$ cat config.mk
export PLATFORM = sky130hd
export DESIGN_NAME = spi_slave_rx
export DESIGN_NICKNAME = d
export VERILOG_FILES = /design/src/rtl/spi_slave_rx.sv
export SDC_FILE = /design/constraint.sdc
export NUM_CORES = 1
export LEC_CHECK = 0
export CELL_PAD_IN_SITES_DETAIL_PLACEMENT = 1
export CELL_PAD_IN_SITES_GLOBAL_PLACEMENT = 1
export CORE_ASPECT_RATIO = 1.1
export CORE_MARGIN = 10
export CORE_UTILIZATION = 51
export DETAILED_ROUTE_END_ITERATION = 16
export PLACE_DENSITY = 0.92
export SYNTH_ARGS = -nofsm -noshare
export SYNTH_HDL_FRONTEND = slang
export SYNTH_SLANG_ARGS = --single-unit
$ cat constraint.sdc
create_clock -name clk -period 3.45 [get_ports clk]
set_input_delay 1.035 -clock clk [delete_from_list [all_inputs] [get_ports clk]]
set_output_delay 1.035 -clock clk [all_outputs]
set_load 0.05 [all_outputs]
$ cat src/rtl/spi_slave_rx.sv
// rtl/spi_slave_rx.sv - SPI receive shifter with word FIFO, frame-error pulse and sticky overflow
// Builds DATA_W-bit words from mosi while ss is low and queues them for a valid/ready consumer.
module spi_slave_rx #(
  parameter int DATA_W     = 8,
  parameter int FIFO_DEPTH = 4,
  parameter bit MSB_FIRST  = 1'b1
) (
  input  logic                          clk,
  input  logic                          rst,
  input  logic                          ss,
  input  logic                          mosi,
  output logic [DATA_W-1:0]             rx_data,
  output logic                          rx_valid,
  input  logic                          rx_ready,
  output logic                          busy,
  output logic                          frame_err,
  output logic                          overflow,
  input  logic                          clr_ovf,
  output logic [$clog2(FIFO_DEPTH):0]   level
);

  localparam int CNT_W = $clog2(DATA_W);
  localparam int PTR_W = $clog2(FIFO_DEPTH);
  localparam int LVL_W = PTR_W + 1;
  localparam logic [CNT_W-1:0] LAST_BIT = CNT_W'(DATA_W - 1);
  localparam logic [LVL_W-1:0] FULL_LVL = LVL_W'(FIFO_DEPTH);

  typedef enum logic {IDLE, SHIFT} state_t;

  state_t             state_q;
  logic [CNT_W-1:0]   bit_cnt_q;
  logic [DATA_W-1:0]  sh_q;
  logic [DATA_W-1:0]  mem_q [FIFO_DEPTH];
  logic [PTR_W-1:0]   wr_ptr_q, rd_ptr_q;
  logic [LVL_W-1:0]   level_q, level_d;
  logic               frame_err_q;
  logic               overflow_q;

  logic [DATA_W-1:0]  sh_d;
  logic               word_done;
  logic               pop;
  logic               push_ok;

  always_comb begin
    sh_d      = MSB_FIRST ? {sh_q[DATA_W-2:0], mosi} : {mosi, sh_q[DATA_W-1:1]};
    word_done = (state_q == SHIFT) && !ss && (bit_cnt_q == LAST_BIT);
    pop       = (level_q != '0) && rx_ready;
    // A full FIFO still takes the word when the consumer frees a slot on the same edge.
    push_ok   = word_done && ((level_q != FULL_LVL) || pop);
    level_d   = level_q;
    if (push_ok && !pop) level_d = level_q + LVL_W'(1);
    else if (!push_ok && pop) level_d = level_q - LVL_W'(1);
  end

  always_ff @(posedge clk or negedge rst) begin
    if (!rst) begin
      state_q     <= IDLE;
      bit_cnt_q   <= '0;
      sh_q        <= '0;
      wr_ptr_q    <= '0;
      rd_ptr_q    <= '0;
      level_q     <= '0;
      frame_err_q <= 1'b0;
      overflow_q  <= 1'b0;
      for (int i = 0; i < FIFO_DEPTH; i++) mem_q[i] <= '0;
    end else begin
      frame_err_q <= 1'b0;
      case (state_q)
        IDLE: begin
          if (!ss) begin
            sh_q      <= sh_d;
            bit_cnt_q <= CNT_W'(1);
            state_q   <= SHIFT;
          end
        end
        SHIFT: begin
          if (!ss) begin
            sh_q      <= sh_d;
            bit_cnt_q <= word_done ? '0 : bit_cnt_q + CNT_W'(1);
          end else begin
            state_q     <= IDLE;
            bit_cnt_q   <= '0;
            frame_err_q <= (bit_cnt_q != '0);
          end
        end
        default: state_q <= IDLE;
      endcase

      if (push_ok) begin
        mem_q[wr_ptr_q] <= sh_d;
        wr_ptr_q        <= wr_ptr_q + PTR_W'(1);
      end
      if (pop) rd_ptr_q <= rd_ptr_q + PTR_W'(1);
      level_q <= level_d;

      if (word_done && !push_ok) overflow_q <= 1'b1;
      else if (clr_ovf) overflow_q <= 1'b0;
    end
  end

  assign rx_data   = mem_q[rd_ptr_q];
  assign rx_valid  = (level_q != '0);
  assign busy      = (state_q == SHIFT);
  assign frame_err = frame_err_q;
  assign overflow  = overflow_q;
  assign level     = level_q;

endmodule

==> results of run 1 <==
worst min-delay path by stage:
stage	from	end	slack, ns	cells past startpoint
2_1_floorplan	mem_q[15]$_DFFE_PN0P_	mem_q[15]$_DFFE_PN0P_	0.46	1
3_3_place_gp	mem_q[15]$_DFFE_PN0P_	mem_q[15]$_DFFE_PN0P_	0.47	1
3_5_place_dp	mem_q[6]$_DFFE_PN0P_	mem_q[6]$_DFFE_PN0P_	0.48	1
4_1_cts	mem_q[6]$_DFFE_PN0P_	mem_q[6]$_DFFE_PN0P_	0.50	1
5_1_grt	mem_q[26]$_DFFE_PN0P_	mem_q[26]$_DFFE_PN0P_	0.53	1
6_report	mem_q[6]$_DFFE_PN0P_	mem_q[6]$_DFFE_PN0P_	0.50	1
stage by stage:
stage | worst slack [ns] | power (W) | cell area (um2) | cells | utilization
floorplan | 0.576 | 0.00105 | 2350 | 152 | -
global placement | 0.239 | 0.00116 | 2620 | 225 | 0.597
detailed placement | 0.153 | 0.00119 | 2620 | 225 | 0.597
CTS | 0.148 | 0.00163 | 2740 | 233 | 0.625
global route | 0.103 | 0.00170 | 2740 | 233 | 0.625
finish | 0.193 | 0.00161 | 2740 | 233 | 0.625
synth_stat cells, types with 2 or more instances:
| master | number | area (um2) |
|---|---|---|
| dfrtp_1 | 52 | 1300 |
| mux2_2 | 35 | 394 |
| inv_1 | 9 | 33.8 |
| ha_1 | 8 | 100 |
| mux4_2 | 8 | 180 |
| mux2_1 | 5 | 56.3 |
| nand3_4 | 4 | 70.1 |
| xnor2_1 | 4 | 35.0 |
| nand2_1 | 3 | 11.3 |
| a21oi_1 | 2 | 10.0 |
| buf_2 | 2 | 10.0 |
| nand3_1 | 2 | 10.0 |
| nor2_1 | 2 | 7.51 |
| xor2_1 | 2 | 17.5 |
power by group through the flow:
| stage | registers [W] | logic [W] | clock network (W) |
|---|---|---|---|
| global route | 0.000790 | 0.000432 | 0.000482 |
| finish | 0.000774 | 0.000397 | 0.000439 |
| CTS | 0.000775 | 0.000408 | 0.000446 |
| detailed placement | 0.000785 | 0.000407 | 0 |
| floorplan | 0.000805 | 0.000242 | 0 |
| global placement | 0.000775 | 0.000390 | 0 |
worst max-delay path, cell delays in order, from the launching register on:
cell             delay [ns]
dfrtp_1                0.40
buf_4                  0.24
mux4_2                 0.53
clkdlybuf4s50_1        0.74
final cells by class:
| type | instances | area [um2] |
|---|---|---|
| clock buffers | 6 | 82.6 |
| clock inverters | 2 | 38.8 |
| flip-flops and latches | 52 | 1300 |
| inverters | 9 | 33.8 |
| multi-input cells | 86 | 987 |
| fillers | 412 | 1640 |
| repair buffers | 24 | 225 |
| well taps | 54 | 67.6 |
layer usage:
layer | global-route usage | vias to the layer above | wire, um
met2 | 0.229 | 25 | 2540
met3 | 0.0420 | 8 | 223
met5 | 0 | - | 0
met4 | 0.0577 | 0 | 110
met1 | 0.142 | 697 | 1900
li1 | - | 594 | -
cell usage in the layout, fill, tap and decap left out, drive strengths merged:
master,n
clkinv,1
xnor2,4
nand3,6
and3b,1
clkbuf,6
nor2b,1
a21oi,2
mux4,8
o21ai,1
xor2,2
mux2,40
or4b,1
ha,8
and2,1
or3,1
clkdlybuf4s50,19
a22o,1
a32o,1
buf,5
bufinv,1
nor2,2
o21a,1
nand2,3
inv,9
fa,1
dfrtp,52
o22ai,1
state kept, by name (all words and copies together), names as in the netlist:
name       flops
mem_q         32
wr_ptr_q       2
level          3
sh_q           7
overflow       1
bit_cnt_q      3
busy           1
frame_err      1
rd_ptr_q       2
logic make-up after synthesis:
group                    count (synthesis)  synth area share
AND/OR/NAND/NOR                         16            0.0580
adder cells (fa/ha/maj)                  9            0.0511
AO/OA/AOI/OAI                            7            0.0202
flip-flops                              52             0.553
multiplexers                            48             0.268
buffers and inverters                   14            0.0266
XOR/XNOR                                 6            0.0224
==> results.py, run 1 <==
metrics = {
    "outcome": {
        "outcome": "finished, final reports clean",
    },
    "clocking": {
        "cts_tree": "done",
        "clkSinkCount": 52,
        "h-tree-depth": 2,
        "clockBufferDepth": 2,
        "cts-root-buf": "clkbuf_8",
        "cts_buffers": 5,
        "cts-resized-gates": 0,
        "clk_latency_ns": 0.31,
        "path_clk_slew_ns": 0.09,
        "ctsHoldBuffers": 0,
        "cts_setup_buffers": 0,
    },
    "pwr": {
        "power_switching_w": 0.000519,
        "leakagePower_nw": 1.29,
        "power.internal_w": 0.00109,
        "power_density_mw_per_mm2": 588,
        "irDropWorstVdd_v": 0.000600,
        "seq_power_share": 0.481,
        "power_frac_comb": 0.247,
        "sw_frac_of_total": 0.323,
        "clkPwrFrac": 0.272,
    },
    "worst_setup_path": {
        "cp-startpoint": "rd_ptr_q[0]$_DFFE_PN0P_",
        "reg2reg_setup_slack_ns": 1.11,
        "startpoint_type": "flop",
        "critPathRequiredTime_ns": 2.41,
        "r2r_cells": 10,
        "end_kind": "primary output",
        "crit_arrival_ns": 2.22,
        "r2r-start": "bit_cnt_q[1]$_DFFE_PN0P_",
        "cp-endpoint": "rx_data[3]",
        "critPathKind": "reg2out",
        "crit_fanout": 8,
        "rr_endpoint": "level[2]$_DFFE_PN0P_",
    },
    "synth": {
        "ys.flop_type": "dfrtp_1",
        "synth_area_mm2": 0.00235,
        "syn_nets": 167,
        "syn_avg_cell_area_um2": 15.5,
        "synth_seq_cells": 52,
        "syn_inst": 152,
        "synth_edf_count": 0,
        "yosysUniqueCellTypes": 28,
        "synth-async-reset-ratio": 1.00,
        "seq_area_frac_synth": 0.553,
        "yosysWarnings": 0,
    },
    "global_route": {
        "antenna_found_initial": 0,
        "grt_pass1_vias": 1559,
        "gr-total-overflow": 0,
        "gr-usage-all-layers": 0.132,
        "grt_pass1_wl_um": 8100,
        "grt_max_degree": 53,
    },
    "die": {
        "initial_core_util": 0.537,
        "core_mm2": 0.00438,
        "die_w_um": 84.7,
        "die_h_um": 91.2,
        "die-area_mm2": 0.00773,
        "io_pins": 21,
        "fp-row-count": 25,
    },
    "detailed_routing": {
        "drc_errors": 0,
        "vias": 1324,
        "drt_iter0_drc": 59,
        "viasPerCell": 5.68,
        "ant_nets": 0,
        "wl_um": 4770,
        "wl_per_cell_um": 20.5,
        "drt-pass1-iter-count": 3,
    },
    "timing": {
        "holdWs_ns": 0.500,
        "rsz0062_at_grt": "false",
        "setup_viol": 0,
        "fin_crit_sh": 0.944,
        "tightest_slew_ns": 1.13,
        "final.setup.tns_ns": 0,
        "relSlewSlack": 0.249,
        "hold_viol": 0,
        "fmax_mhz": 307,
        "slew_viol_final": 0,
        "finalClockSkew_ns": 0.00883,
        "period_minus_slack_ns": 3.26,
    },
    "place": {
        "io_buffers": 20,
        "place_congestion": 0.734,
        "dp_hpwl_um": 3380,
    },
    "layout": {
        "drive_above_1_share": 0.335,
        "synthToLayoutAreaGrowth_pct": 16.4,
        "nets": 193,
        "diodes": 0,
    },
    "run": {
        "max_cap_viol_count": 0,
    },
    "hold_path": {
        "hold_path.class": "reg2reg",
    },
}
Note: power is estimated with default switching activity, not from simulation.
==> run 2, diff against run 1 <==
==> constraint.sdc (replaced) <==
create_clock -name clk -period 3.45 [get_ports clk]
set_input_delay 0.69 -clock clk [delete_from_list [all_inputs] [get_ports clk]]
set_output_delay 0.69 -clock clk [all_outputs]
set_load 0.05 [all_outputs]
==> run 2 against run 1 <==
Net effect: non-clock buffer count is 1 lower; register-to-register slack worse by 0.12 ns; first-iteration DRC count is 22% lower; via count is 1.7% lower; wire length is 0.31% higher; power is 5.6% lower; die area stayed put; cell count is 0.43% lower; clock-buffer cell count stayed put; critical path type unchanged.
==> results.py, run 2 (synthesized netlist as in run 1, its figures left out) <==
metrics = {
    "outcome": {
        "outcome": "finished, final reports clean",
    },
    "timing": {
        "finalClockSkew_ns": 0.0130,
        "final.setup.tns_ns": 0,
        "fin_crit_sh": 0.897,
        "fmax_mhz": 323,
        "rsz0062_at_grt": "false",
        "slew_viol_final": 0,
        "hold_viol": 0,
        "period_minus_slack_ns": 3.09,
        "setup_ws_ns": 0.357,
        "setup_viol": 0,
        "tightest_slew_ns": 1.12,
        "relSlewSlack": 0.256,
    },
    "layout": {
        "diodes": 0,
        "synthToLayoutAreaGrowth_pct": 14.7,
        "final_cell_mix": "dfrtp_1 (52), mux2_2 (35), clkdlybuf4s50_1 (19)",
        "nets": 192,
        "largest_register": "mem_q",
        "largest_reg_flops": 32,
        "final_util": 0.616,
        "drive_above_1_share": 0.326,
        "final_common_cell": "dfrtp_1",
        "reg_top3": "mem_q: 32 flops, sh_q: 7 flops",
        "final_area_mm2": 0.00270,
    },
    "global_route": {
        "grt_pass1_vias": 1534,
        "gr-total-overflow": 0,
        "grt_max_degree": 53,
        "gr-usage-all-layers": 0.133,
        "grt_pass1_wl_um": 8120,
        "antenna_found_initial": 0,
    },
    "worst_setup_path": {
        "critPathSlowestCell": "dfrtp_1",
        "critPathKind": "reg2out",
        "critPathRequiredTime_ns": 2.76,
        "crit_cells": 2,
        "rr_endpoint": "level[2]$_DFFE_PN0P_",
        "end_kind": "primary output",
        "crit_fanout": 10,
        "reg2reg_setup_slack_ns": 0.99,
        "cpPeakStageDelay_ns": 0.77,
        "path_cells": "mux4_2, clkdlybuf4s50_1",
        "crit_family": "flip-flops",
        "path_buf_inv": 1,
        "r2r_cells": 10,
        "startpoint_type": "flop",
        "r2r-start": "bit_cnt_q[1]$_DFFE_PN0P_",
        "crit_arrival_ns": 2.40,
    },
    "detailed_routing": {
        "ant_nets": 0,
        "viasPerCell": 5.61,
        "wl_met2_um": 2550,
        "vias": 1302,
        "drt_iter0_drc": 46,
        "wl_met1_um": 1860,
        "drc_errors": 0,
        "wl_per_cell_um": 20.6,
        "top_layer": "met4",
        "route.met3.wl_um": 267,
        "wl_um": 4790,
        "drt-pass1-iter-count": 3,
    },
    "die": {
        "die_w_um": 84.7,
        "initial_core_util": 0.537,
        "fp-row-count": 25,
        "io_pins": 21,
        "die-area_mm2": 0.00773,
        "core_mm2": 0.00438,
        "die_h_um": 91.2,
    },
    "pwr": {
        "leakagePower_nw": 1.26,
        "irDropWorstVdd_v": 0.000435,
        "power_density_mw_per_mm2": 564,
    },
    "run": {
        "max_cap_viol_count": 0,
    },
    "clocking": {
        "cts_setup_buffers": 0,
        "ctsHoldBuffers": 0,
        "path_clk_slew_ns": 0.10,
        "cts-resized-gates": 0,
        "cts-root-buf": "clkbuf_8",
        "clockBufferDepth": 2,
        "h-tree-depth": 2,
        "clkSinkCount": 52,
        "cts_buffers": 5,
        "cts_tree": "done",
        "clk_latency_ns": 0.31,
    },
    "place": {
        "placed_cell_area_mm2": 0.00261,
        "io_buffers": 20,
        "dp_hpwl_um": 3450,
        "pre_cts_slack_ns": 0.435,
        "place_congestion": 0.696,
    },
    "hold_path": {
        "min-delay-start": "mem_q[31]$_DFFE_PN0P_",
        "hold_path.class": "reg2reg",
        "whs_endpoint": "mem_q[31]$_DFFE_PN0P_",
        "whs_path_depth": 1,
    },
}
run 2: area by class of cell:
cell class	count	area (um2)
clock inverters	2	16.3
flip-flops and latches	52	1300
repair buffers	23	218
well taps	54	67.6
multi-input cells	86	987
clock buffers	6	72.6
inverters	9	33.8
fillers	405	1680
run 2: where the power goes:
part,internal (W),switching [W]
registers,0.000675,0.000130
clock network,0.000145,0.000201
logic,0.000172,0.000197
total,0.000992,0.000528
run 2: worst register-to-register path, cell delays in order, from the launching register on:
cell and delay (ns):
dfrtp_1 0.40, ha_1 0.17, ha_1 0.21, and3b_1 0.22
and2_1 0.21, ha_1 0.23, inv_1 0.07, fa_1 0.41
xor2_1 0.20, nor2_1 0.12, xor2_1 0.16
run 2: worst max path at each step:
| stage | slack (ns) | to | from |
|---|---|---|---|
| after floorplan | 0.92 | level[1]$_DFFE_PN0P_ | level[0]$_DFFE_PN0P_ |
| after global placement | 0.60 | level[1]$_DFFE_PN0P_ | rx_ready |
| after detailed placement | 0.44 | level[1]$_DFFE_PN0P_ | rx_ready |
| after CTS | 0.29 | rx_data[4] | rd_ptr_q[0]$_DFFE_PN0P_ |
| after global routing | 0.24 | rx_data[4] | rd_ptr_q[0]$_DFFE_PN0P_ |
| final | 0.36 | rx_data[4] | rd_ptr_q[0]$_DFFE_PN0P_ |
run 2: stage by stage:
| step | total power, W | instances | hold slack [ns] |
|---|---|---|---|
| finish | 0.00152 | 232 | 0.503 |
| global route | 0.00161 | 232 | 0.534 |
| CTS | 0.00154 | 232 | 0.509 |
| global placement | 0.00116 | 224 | 0.468 |
| floorplan | 0.00105 | 152 | 0.394 |
| detailed placement | 0.00120 | 224 | 0.487 |
run 2: metal layers:
layer  GRT usage  vias to the layer above
met4      0.0563                        0
met5           0                        -
li1            -                      587
met1       0.146                      679
met2       0.227                       26
met3      0.0474                       10
==> run 3, diff against run 2 <==
Settings changed: RECOVER_POWER set to 50.
Clock period 3.45 ns to 3.8 ns, I/O delays scaled along.
==> run 3 against run 2 <==
Net effect: clock skew down 0.0084 ns; clock power down 7.5%; sequential power down 10%; highest routed layer unchanged; sequential share of layout area up 0.18 points; critical endpoint is now rx_data[3]; sequential cell count unchanged; via count up 0.77%; the flow now finishes with violations (capacitance limit, slew limit).
==> results.py, run 3 (synthesized netlist as in run 1, its figures left out) <==
metrics = {
    "outcome": {
        "outcome": "finished, violations left",
        "violations": "capacitance limit, slew limit",
    },
    "layout": {
        "drive_above_1_share": 0.322,
        "largest_reg_flops": 32,
        "final_cell_mix": "dfrtp_1 (52), mux2_2 (35), clkdlybuf4s50_1 (17)",
        "diodes": 0,
        "nets": 191,
        "reg_top3": "mem_q: 32 flops, sh_q: 7 flops",
        "largest_register": "mem_q",
        "final_common_cell": "dfrtp_1",
        "synthToLayoutAreaGrowth_pct": 14.3,
    },
    "worst_setup_path": {
        "startpoint_type": "flop",
        "critPathKind": "reg2out",
        "crit_fanout": 10,
        "critPathSlowestCell": "dfrtp_1",
        "critPathRequiredTime_ns": 3.04,
        "path_cells": "mux4_2, clkdlybuf4s50_1",
        "end_kind": "primary output",
        "cpPeakStageDelay_ns": 0.74,
        "crit_arrival_ns": 2.39,
    },
    "timing": {
        "setup_ws_ns": 0.649,
        "tightest_slew_ns": 2.71,
        "slew_viol_final": 53,
        "finalClockSkew_ns": 0.00460,
        "period_minus_slack_ns": 3.15,
        "setup_viol": 0,
        "final.setup.tns_ns": 0,
        "rsz0062_at_grt": "false",
        "relSlewSlack": -0.808,
        "fin_crit_sh": 0.829,
        "hold_viol": 0,
        "fmax_mhz": 317,
    },
    "die": {
        "die_w_um": 84.7,
        "io_pins": 21,
        "core_mm2": 0.00438,
        "die-area_mm2": 0.00773,
        "fp-row-count": 25,
        "initial_core_util": 0.537,
        "die_h_um": 91.2,
    },
    "place": {
        "dp_hpwl_um": 3270,
        "place_congestion": 0.739,
        "io_buffers": 20,
        "pre_cts_slack_ns": 0.652,
    },
    "clocking": {
        "path_clk_slew_ns": 0.09,
        "clkSinkCount": 52,
        "ctsHoldBuffers": 0,
        "cts_buffers": 5,
        "clockBufferDepth": 2,
        "cts_setup_buffers": 0,
        "h-tree-depth": 2,
        "clk_latency_ns": 0.31,
        "cts-resized-gates": 0,
        "cts_tree": "done",
        "cts-root-buf": "clkbuf_8",
    },
    "detailed_routing": {
        "drt_iter0_drc": 53,
        "wl_per_cell_um": 21.5,
        "drc_errors": 0,
        "vias": 1312,
        "viasPerCell": 5.68,
        "drt-pass1-iter-count": 3,
        "wl_um": 4970,
        "ant_nets": 0,
    },
    "pwr": {
        "seq_power_share": 0.527,
        "irDropWorstVdd_v": 0.000455,
        "power_frac_comb": 0.241,
        "power_density_mw_per_mm2": 512,
        "power_switching_w": 0.000479,
        "power.internal_w": 0.000895,
        "clkPwrFrac": 0.232,
        "sw_frac_of_total": 0.349,
        "leakagePower_nw": 1.26,
    },
    "global_route": {
        "gr-usage-all-layers": 0.138,
        "gr-total-overflow": 0,
        "antenna_found_initial": 0,
        "grt_max_degree": 53,
        "grt_pass1_vias": 1586,
        "grt_pass1_wl_um": 8420,
    },
    "hold_path": {
        "hold_path.class": "reg2reg",
    },
    "run": {
        "max_cap_viol_count": 1,
    },
}
==> run 3: layer usage <==
layer | global-route usage | vias up | share of wire | routed length (um)
met1 | 0.152 | 697 | 0.40 | 1970
met2 | 0.237 | 22 | 0.54 | 2680
met5 | 0 | - | 0 | 0
li1 | - | 584 | - | -
met4 | 0.0646 | 0 | 0.026 | 127
met3 | 0.0420 | 9 | 0.039 | 194
==> run 3: critical path, delay by kind of cell (launching register included) <==
| kind | cells | cell delay [ns] |
|---|---|---|
| DFF | 1 | 0.74 |
| buffers and inverters | 1 | 0.74 |
| muxes | 1 | 0.60 |
==> run 3: area by class of cell <==
class	count	area, um2
Clock buffer	5	68.8
Clock inverter	3	18.8
Fill cell	407	1690
Inverter	9	33.8
Multi-Input combinational cell	86	987
Sequential cell	52	1300
Tap cell	54	67.6
Timing Repair Buffer	22	209
==> run 3: power groups by stage <==
| stage | Clock [W] | Combinational, W | Sequential, W |
|---|---|---|---|
| floorplan | 0 | 0.000220 | 0.000731 |
| global placement | 0 | 0.000316 | 0.000733 |
| detailed placement | 0 | 0.000333 | 0.000742 |
| CTS | 0.000325 | 0.000339 | 0.000728 |
| global route | 0.000351 | 0.000358 | 0.000743 |
| finish | 0.000319 | 0.000332 | 0.000724 |
==> run 3: final timing paths <==
| check | startpoint | to | slack [ns] | cells after the start |
|---|---|---|---|---|
| hold / removal | mem_q[15]$_DFFE_PN0P_ | mem_q[15]$_DFFE_PN0P_ | 0.50 | 1 |
| setup reg to reg | level[0]$_DFFE_PN0P_ | level[1]$_DFFE_PN0P_ | 1.37 | 7 |
| max in group asynchronous | rst | mem_q[4]$_DFFE_PN0P_ | 0.97 | 1 |
| min in group asynchronous | rst | mem_q[30]$_DFFE_PN0P_ | 1.30 | 1 |
| setup / recovery | rd_ptr_q[0]$_DFFE_PN0P_ | rx_data[3] | 0.65 | 2 |
| hold reg to reg | mem_q[15]$_DFFE_PN0P_ | mem_q[15]$_DFFE_PN0P_ | 0.50 | 1 |
==> run 3: metrics by stage <==
stage / total power (W) / instance area [um2] / util / hold slack (ns) / std cells
after floorplan: 0.000951 / 2350 / - / 0.459 / 152
after global placement: 0.00105 / 2600 / 0.594 / 0.468 / 223
after detailed placement: 0.00108 / 2600 / 0.594 / 0.481 / 223
after CTS: 0.00139 / 2690 / 0.614 / 0.503 / 231
after global routing: 0.00145 / 2690 / 0.613 / 0.530 / 231
final: 0.00137 / 2690 / 0.613 / 0.499 / 231
==> edit: new RTL, config.mk and constraints of run 2 <==
The parameter `MSB_FIRST` goes from 1'b1 to 1'b0.
--- a/src/rtl/spi_slave_rx.sv
+++ b/src/rtl/spi_slave_rx.sv
@@ -3,7 +3,7 @@
 module spi_slave_rx #(
   parameter int DATA_W     = 8,
   parameter int FIFO_DEPTH = 4,
-  parameter bit MSB_FIRST  = 1'b1
+  parameter bit MSB_FIRST  = 1'b0
 ) (
   input  logic                          clk,
   input  logic                          rst,
Check against the original RTL: not equivalent (Yosys sat finds a counterexample within 10 cycles, from zero or initial values and one cycle with rst low).
==> edit against run 2 <==
Final area up 1.3%. Wire length increased by 1.3%. Synthesized area is 1.4% higher. First-iteration DRC count rose by 6.5%. Highest routed layer unchanged. Synthesized cell count is the same. Maximum frequency is essentially flat. Power increased by 1.6%. Sequential cell count stayed put. Hold slack better by 0.0053 ns. Setup slack gained 0.00092 ns.
==> edit: results (changes against run 2) <==
| Metric | Value |
|---|---|
| TritonCTS Buffers | 5 (unchanged) |
| LEAKAGE | 0.001287 uW (was 0.001261 uW) |
| CP max FO | 10 (unchanged) |
| Root Buffer Master | clkbuf_8 (unchanged) |
| Routability Congestion | 0.7451 (was 0.6956) |
| Biggest regs | mem_q x32, sh_q x7 (unchanged) |
| Min-Delay Startpoint | mem_q[14]$_DFFE_PN0P_ (was mem_q[31]$_DFFE_PN0P_) |
| Register area share after synthesis | 54.56% (was 55.35%) |
| Synth Area in Adders | 5.037% (was 5.109%) |
| Placed wire-length estimate | 3.364 mm (was 3.452 mm) |
| Synth Net Count | 167 (unchanged) |
| WL/cell | 20.82 um (was 20.64 um) |
| Nets@finish | 191 (was 192) |
| Status | finished clean (unchanged) |
| First-pass GRT wire length | 8.224 mm (was 8.121 mm) |
| Proportion of layout cells with a drive suffix above 1 | 36.16% (was 32.58%) |
| H-tree depth | 2 (unchanged) |
| Vias in the first global route | 1531 (was 1534) |
| Maximum ir drop on the vdd rail | 0.0003920 V (was 0.0004351 V) |
| N_diodes | 0 (unchanged) |
| Post-synthesis mux area share | 27.70% (was 26.82%) |
| Worst clock skew | 0.01115 ns (was 0.01298 ns) |
| Post-synth top cells | dfrtp_1 (52), mux2_2 (32), inv_1 (9) (was dfrtp_1 (52), mux2_2 (35), inv_1 (9), ha_1 (8), mux4_2 (8)) |
| Xor/xnor cell area share of the yosys netlist | 2.204% (was 2.235%) |
| Fillers | 436 (was 405) |
| Iter 0 DRT Violations | 49 (was 46) |
| Compound-gate portion of the synthesized area | 1.994% (was 2.022%) |
| Ranking of synthesized cells by area | dfrtp_1 (55%), mux2_2 (15%), mux4_2 (7.6%) (was dfrtp_1 (55%), mux2_2 (17%), mux4_2 (7.7%)) |
| GRT Total Usage | 13.37% (was 13.31%) |
| Setup slack, reg-to-reg | 0.93 ns (was 0.99 ns) |
| Slew @ Worst Pin | 1.180 ns (was 1.117 ns) |
| Placed cell areas | 0.002636 mm^2 (was 0.002608 mm^2) |
| Number of vias per cell | 5.605 (was 5.612) |
| Reg2Reg Depth | 11 (was 10) |
| Initial DRT Pass Iterations | 4 (was 3) |
| Hold Path End | mem_q[14]$_DFFE_PN0P_ (was mem_q[31]$_DFFE_PN0P_) |
-- edit: cell counts after synthesis --
No cell type changed its count.
-- edit: logic make-up (layout without fill, tap and decap cells) --
logic type / after synthesis / after routing
muxes: 48 / 48
DFF: 52 / 52
AOI/OAI and AO/OA: 7 / 7
adders and majority gates: 9 / 9
and+or+nand+nor: 16 / 16
xor gates and xnor gates: 6 / 6
buffers and inverters: 14 / 39
-- edit: worst max-delay path by stage --
| stage | startpoint | end | slack (ns) | depth (start not counted) |
|---|---|---|---|---|
| floorplan | level[0]$_DFFE_PN0P_ | level[2]$_DFFE_PN0P_ | 0.89 | 8 |
| global placement | rx_ready | level[1]$_DFFE_PN0P_ | 0.46 | 7 |
| detailed placement | rx_ready | level[1]$_DFFE_PN0P_ | 0.41 | 7 |
| CTS | rd_ptr_q[0]$_DFFE_PN0P_ | rx_data[5] | 0.31 | 2 |
| global route | rd_ptr_q[0]$_DFFE_PN0P_ | rx_data[5] | 0.23 | 2 |
| finish | rd_ptr_q[0]$_DFFE_PN0P_ | rx_data[5] | 0.36 | 2 |
-- edit: metal layers --
metal | track usage (%) | wire length, um | vias to the layer above
li1 | - | - | 594
met1 | 15.23 | 1984 | 690
met2 | 23.31 | 2612 | 16
met3 | 3.805 | 183 | 6
met4 | 4.533 | 71 | 0
met5 | 0 | 0 | -
-- edit: power by group --
| group | switching (uW) | leakage (uW) | internal (uW) | total [uW] |
|---|---|---|---|---|
| Sequential | 134 | 0.000683 | 675 | 809 |
| Clock | 222 | 0.0000463 | 149 | 371 |
| Combinational | 193 | 0.000558 | 171 | 363 |
| Total | 549 | 0.00129 | 995 | 1540 |
-- edit: area by class of cell --
type                    instances  area [um^2]  area share (%)
multi-input cells              86         1021           37.36
flip-flops and latches         52         1301           47.62
well taps                      56        70.07           2.564
clock buffers                   5        68.82           2.518
repair buffers                 22        210.2           7.692
inverters                       9        33.78           1.236
clock inverters                 3        27.53           1.007
-- edit: worst max-delay path: stages, from the launching register on --
cell             delay, ns
dfrtp_1               0.76
mux4_2                0.60
clkdlybuf4s50_1       0.72
-- edit: through the flow --
| step | worst slack (ns) | std cells | total power (uW) | hold slack (ns) |
|---|---|---|---|---|
| global route | 0.2347 | 233 | 1632 | 0.5222 |
| floorplan | 0.8918 | 152 | 1053 | 0.3944 |
| finish | 0.3579 | 233 | 1544 | 0.5086 |
| global placement | 0.4614 | 225 | 1160 | 0.4817 |
| detailed placement | 0.4052 | 225 | 1187 | 0.4910 |
| CTS | 0.3105 | 233 | 1561 | 0.5138 |
